==> src/rtl/log2_pkg.sv <==
// Shared types and default sizing for the iterative Mitchell log2 approximator.
package log2_pkg;

  localparam int LOG2_IN_BIT   = 32;
  localparam int LOG2_FRAC_BIT = 8;

  typedef enum logic [1:0] {
    IDLE = 2'd0,
    NORM = 2'd1,
    DONE = 2'd2
  } log2_state_t;

endpackage

==> src/rtl/log2_approx.sv <==
// Mitchell log2 approximation: shifts the operand left one bit per cycle until
// the leading one reaches the MSB, then takes the bits below it as the fraction.
module log2_approx
  import log2_pkg::*;
#(
  parameter int  IN_BIT   = LOG2_IN_BIT,
  parameter int  FRAC_BIT = LOG2_FRAC_BIT,
  localparam int LZ_W     = $clog2(IN_BIT),
  localparam int OUT_W    = LZ_W + FRAC_BIT
) (
  input  logic              clk,
  input  logic              reset,
  input  logic              in_valid,
  output logic              in_ready,
  input  logic [IN_BIT-1:0] in_data,
  output logic              out_valid,
  input  logic              out_ready,
  output logic [OUT_W-1:0]  out_data,
  output logic              out_zero
);

  log2_state_t       state_reg, state_next;
  logic [IN_BIT-1:0] shift_reg, shift_next;
  logic [LZ_W-1:0]   lz_reg, lz_next;
  logic [OUT_W-1:0]  data_reg, data_next;
  logic              zero_reg, zero_next;

  always_ff @(posedge clk or negedge reset) begin
    if (!reset) begin
      state_reg <= IDLE;
      shift_reg <= '0;
      lz_reg    <= '0;
      data_reg  <= '0;
      zero_reg  <= 1'b0;
    end else begin
      state_reg <= state_next;
      shift_reg <= shift_next;
      lz_reg    <= lz_next;
      data_reg  <= data_next;
      zero_reg  <= zero_next;
    end
  end

  always_comb begin
    state_next = state_reg;
    shift_next = shift_reg;
    lz_next    = lz_reg;
    data_next  = data_reg;
    zero_next  = zero_reg;
    case (state_reg)
      IDLE: begin
        if (in_valid) begin
          if (in_data == '0) begin
            data_next  = '0;
            zero_next  = 1'b1;
            state_next = DONE;
          end else begin
            shift_next = in_data;
            lz_next    = '0;
            state_next = NORM;
          end
        end
      end
      NORM: begin
        // A nonzero operand always reaches the MSB by lz = IN_BIT-1, so lz never wraps.
        if (shift_reg[IN_BIT-1]) begin
          data_next  = {LZ_W'(IN_BIT - 1) - lz_reg, shift_reg[IN_BIT-2 -: FRAC_BIT]};
          zero_next  = 1'b0;
          state_next = DONE;
        end else begin
          shift_next = shift_reg << 1;
          lz_next    = lz_reg + 1'b1;
        end
      end
      DONE: begin
        if (out_ready) state_next = IDLE;
      end
      default: state_next = IDLE;
    endcase
  end

  assign in_ready  = (state_reg == IDLE);
  assign out_valid = (state_reg == DONE);
  assign out_data  = data_reg;
  assign out_zero  = zero_reg;

endmodule
==> config.mk <==
export PLATFORM = sky130hd
export DESIGN_NAME = log2_approx
export DESIGN_NICKNAME = d
export VERILOG_FILES = /design/src/rtl/log2_pkg.sv /design/src/rtl/log2_approx.sv
export SDC_FILE = /design/constraint.sdc
export NUM_CORES = 1
export LEC_CHECK = 0
export BUFFER_PORTS_ARGS = -buffer_cell sky130_fd_sc_hd__buf_2
export CAP_MARGIN = 20
export CORE_MARGIN = 3
export CORE_UTILIZATION = 40
export CTS_CLUSTER_DIAMETER = 200
export DETAILED_ROUTE_END_ITERATION = 10
export SLEW_MARGIN = 25
export SYNTH_ARGS = -nofsm -noshare
export SYNTH_HDL_FRONTEND = slang
export SYNTH_SLANG_ARGS = --single-unit
==> constraint.sdc <==
create_clock -name clk -period 4.2 [get_ports clk]
set_clock_uncertainty 0.1 [all_clocks]
set_input_delay 0.63 -clock clk [delete_from_list [all_inputs] [get_ports clk]]
set_output_delay 0.63 -clock clk [all_outputs]
set_load 0.005 [all_outputs]
== Word level (Yosys, flattened, before mapping) ==
Cells that the tools add are included.

* Equal/unequal tests: 8
* Multiplexer cells: 21
* Reductions and logical operators: 7
* $add $sub $neg: 2

{| class="wikitable"
|+ Operators by type and width
! operator !! number
|-
| $mux 32 || 3
|-
| $pmux 32 s2 || 1
|-
| $mux 13 || 3
|-
| $logic_not 32->1 || 1
|-
| $pmux 13 s2 || 1
|-
| $mux 5 || 3
|-
| $pmux 5 s2 || 1
|-
| $mux 2 || 4
|-
| $ne 2x2->1 const B || 4
|-
| $reduce_and 4->1 || 2
|-
| $pmux 2 s3 || 1
|-
| $reduce_and 3->1 || 2
|-
| $add 5x1->5 const B || 1
|-
| $sub 5x5->5 const A || 1
|-
| $ne 2x1->1 const B || 2
|-
| $mux 1 || 3
|-
| $eq 2x1->1 const B || 1
|-
| $eq 2x2->1 const B || 1
|-
| $logic_not 2->1 || 1
|-
| $pmux 1 s2 || 1
|-
| $reduce_bool 2->1 || 1
|}

* Bits in registers: 53
* Output and inout port bits: 16
* Word-level logic and storage cells: 44

== Longest topological paths before layout ==
* Word-level depth: 4
* Mapped depth: 8

== Worst setup path before layout ==
No wires, ideal clock.

* Path type: input port to flip-flop
* Start: in in_data[16]
* End: reg shift_reg[16]
* Required time: 3.971 ns
* Data arrival time: 1.828 ns
* Path buffers: 2
* Setup slack: 2.143 ns
* Setup time: 0.129 ns
* Cell stages on the path: 7
* Path through: nor4_1 nand4_1 nor3_4 or2_1 buf_6 buf_6 o21ai_0

* Longest elaborated chain between the ends: 3

{| class="wikitable"
|+ RTL lines
! what !! RTL line !! source
|-
| start, declared || log2_approx.sv:15 || <nowiki>input logic [IN_BIT-1:0] in_data,</nowiki>
|-
| $logic_not 32->1 / $mux 32 (equally long branches) || log2_approx.sv:53 || <nowiki>if (in_data == '0) begin</nowiki>
|-
| $ne 2x2->1 (no line) / $mux 32 (equally long branches) || -- ||
|-
| $reduce_and 4->1 (no line) / $pmux 32 s2 (equally long branches) || -- ||
|-
| end signal, assigned || log2_approx.sv:37 || <nowiki>shift_reg <= shift_next;</nowiki>
|-
| end, declared || log2_approx.sv:23 || <nowiki>logic [IN_BIT-1:0] shift_reg, shift_next;</nowiki>
|}

Several ways; a longest one is shown, not always the timed one. The select of a mux whose other input is x is not followed.
A chain may end at the register's enable or synchronous reset.

== Worst setup path after layout ==
* Start: reg state_reg[0]
* End: reg lz_reg[0]

* Longest elaborated chain between the ends: 3

{| class="wikitable"
|+ RTL lines
! what !! RTL line !! source
|-
| start, declared || log2_approx.sv:22 || <nowiki>log2_state_t state_reg, state_next;</nowiki>
|-
| start signal, assigned || log2_approx.sv:36 || <nowiki>state_reg <= state_next;</nowiki>
|-
| $eq 2x1->1 / $logic_not 2->1 (equally long branches) || log2_approx.sv:50 || <nowiki>case (state_reg)</nowiki>
|-
| $ne 2x2->1 (no line) / $reduce_bool 2->1 (equally long branches) || -- ||
|-
| $reduce_and 4->1 (no line) || -- ||
|-
| end signal, assigned || log2_approx.sv:38 || <nowiki>lz_reg <= lz_next;</nowiki>
|-
| end, declared || log2_approx.sv:24 || <nowiki>logic [LZ_W-1:0] lz_reg, lz_next;</nowiki>
|}

Several ways; a longest one is shown, not always the timed one.

==> reports/results.txt <==
Mapped Nets = 327
Total track usage = 0.1862
R2R depth = 7
Crit path time final = 2.736 ns
Cts bufs inserted = 5
Synth area leaders = dfrtp_1 51%, o21ai_0 11%, a21oi_1 8.7%, and3_1 7.2%, nand2_1 3.2%
Status = complete, no violations
Fmax achieved = 365.5 MHz
Power Density = 683.7 nW/um2
Synth unique cells = 32
Most frequent cells after synthesis = 58 x o21ai_0, 53 x dfrtp_1, 45 x a21oi_1
Max Cap Viol = 0
Die ar. = 7490 um2
EDFF count, synth = 0
Post-cts gate resize count = 0
First-pass GRT wire length = 11.08 mm
Starting Density = 0.4257
Top_reg_cell synth = dfrtp_1
Critical path endpoint category = flip-flop
Hold Path Class = in2async
Drt wl/cell = 16.28 um
Max FFs per register = 32
Longest Clk Path Bufs = 2
DRC = 0
Detailed-route via count = 2273
Switching part of the total = 0.4102
P_leak = 1.459 nW
Layout net count = 366
Worst-Skew Late Latency = 0.30 ns
Critical Path RT = 4.29 ns
Synth Cell Area = 2595 um2
Power, Total = 2.011 mW
IO buf count = 51
H-tree Lvls = 2
ANT nets after route = 0
Die extent in x = 86.55 um
Hold Fails Final Rpt = 0
Register share of total power = 0.432
Period utilization = 0.6514
Sequential cell area fraction in the yosys report = 0.5111
Flip-flop and latch count after synthesis = 53
Share of cells above drive strength 1 = 0.2006
Setup tns final = 0 ns
Post-CTS Setup Bufs = 0
Sw power = 0.8249 mW
CTS tree = built
Largest net degree at the start of global routing = 37
Share of the synthesized area in the top cell type = 0.5111
Combinational Power Share = 0.425
Crit-path max FO = 32
CORE AREA = 6096 um2
Top-count cell post-synth = o21ai_0
Worst EP arrival = 2.83 ns
Worst VDD drop = 274.2 uV
Ys async rst share = 1.000
Drt pass-1 iters = 4
Cells after synthesis = 290
Vias in the first global route = 2228
Max stage delay on crit path = 0.54 ns
Pins Over Slew Limit = 0
Slowest CP cell = nand2_1
Clock sink total = 53
Critical Path Source Type = flip-flop
Clk Tree Root Cell = clkbuf_8
DR vias/cell = 5.626
Slew margin rel. = 0.4333
Ant. Diodes = 0
CP cell instances = nor2b_1 > buf_4 > nand2_1 > nand2b_1 > or2_1 > buf_4 > mux2_2
Internal Power = 1.186 mW
Setup violators final = 0
# rows = 28
Cell count along the critical path = 7
Slew @ Worst Pin = 0.8491 ns
RSZ-0062 raised after global routing = no
Initial detailed-routing violation count = 147
Grt total ovfl = 0
Syn avg cell area = 8.948 um2
Largest area contributor in the netlist = dfrtp_1
Initial antenna violation count = 0
Drt total wl = 6.579 mm
Clock power frac = 0.144
Critical path class = reg2reg
Post-detail-place hpwl = 4.405 mm
Area Growth Syn to Fin = 13.36%
Die H = 86.55 um
Most frequent cell on the critical path = buf_4
Worst-path clk slew = 0.09 ns
I/O pin total = 52
Worst path bufs/invs = 2
Crit path max-delay family = simple AND/OR/NAND/NOR gates
GP Congestion = 0.7904
Syn. warnings = 0
Hold_buf cts = 0
[layer usage]
layer | track usage | share of wire
met1 | 0.2612 | 0.46
met2 | 0.2997 | 0.48
met3 | 0.03802 | 0.056
met4 | 0.03824 | 0.0073
met5 | 0 | 0
[worst reg2reg max path, cell delays in order (launching register included)]
cell      delay (ns)
dfrtp_1         0.48
nor2b_1         0.17
buf_4           0.23
nand2_1         0.55
nand2b_1        0.14
or2_1           0.39
buf_4           0.28
mux2_2          0.29
[metrics by stage]
step | worst slack (ns) | instances | hold WS (ns) | utilization | instance area, um2
detailed placement | 1.448 | 397 | 0.3644 | 0.4684 | 2855
global route | 1.173 | 404 | 0.1997 | 0.4826 | 2942
global placement | 1.443 | 397 | 0.3631 | 0.4684 | 2855
floorplan | 2.143 | 290 | 0.2344 | - | 2595
finish | 1.464 | 404 | 0.1748 | 0.4826 | 2942
CTS | 1.469 | 404 | 0.1790 | 0.4826 | 2942
[cells by family (layout without fill, tap and decap cells)]
family	Yosys count	in the layout	share of synthesized area
AO/OA/AOI/OAI	118	118	0.2396
flip-flops	53	53	0.5111
multiplexers	2	2	0.008678
AND/OR/NAND/NOR	88	88	0.1798
buffers and inverters	28	67	0.05593
adder cells (fa/ha/maj)	1	1	0.004821
[cell usage in the layout, fill, tap and decap left out, drive strengths merged, types with 2 or more instances in the layout]
cell,n
inv,3
nand4,2
nor2,14
nand2,22
nor4,8
dfrtp,53
mux2,2
clkbuf,7
o21ai,64
a21oi,45
nor2b,4
nand3,2
nor3,2
nand2b,2
o31ai,2
and3,30
buf,57
[power by group through the flow]
| stage | combinational (mW) | clock [mW] | sequential (mW) |
|---|---|---|---|
| 2_1_floorplan | 0.665 | 0 | 0.833 |
| 3_3_place_gp | 0.849 | 0 | 0.874 |
| 3_5_place_dp | 0.867 | 0 | 0.876 |
| 4_1_cts | 0.866 | 0.300 | 0.867 |
| 5_1_grt | 0.994 | 0.323 | 0.904 |
| 6_report | 0.854 | 0.289 | 0.868 |
[area by class of cell]
type                    instances  area [um2]
fillers                       617        3154
flip-flops and latches         53        1326
repair buffers                 57       300.3
clock buffers                   7       86.33
multi-input cells             209        1124
well taps                      75       93.84
inverters                       3       11.26
[final timing paths]
path | slack [ns] | endpoint | startpoint
setup / recovery | 1.46 | lz_reg[0]$_DFFE_PN0P_ | state_reg[0]$_DFFE_PN0P_
hold / removal | 0.17 | shift_reg[19]$_DFFE_PN0P_ | reset
setup reg to reg | 1.46 | lz_reg[0]$_DFFE_PN0P_ | state_reg[0]$_DFFE_PN0P_
hold reg to reg | 0.38 | out_zero$_DFFE_PN0P_ | out_zero$_DFFE_PN0P_
max in group asynchronous | 3.02 | out_data[4]$_DFFE_PN0P_ | reset
min in group clk | 0.38 | out_zero$_DFFE_PN0P_ | out_zero$_DFFE_PN0P_
Note: power is estimated with default switching activity, not from simulation.
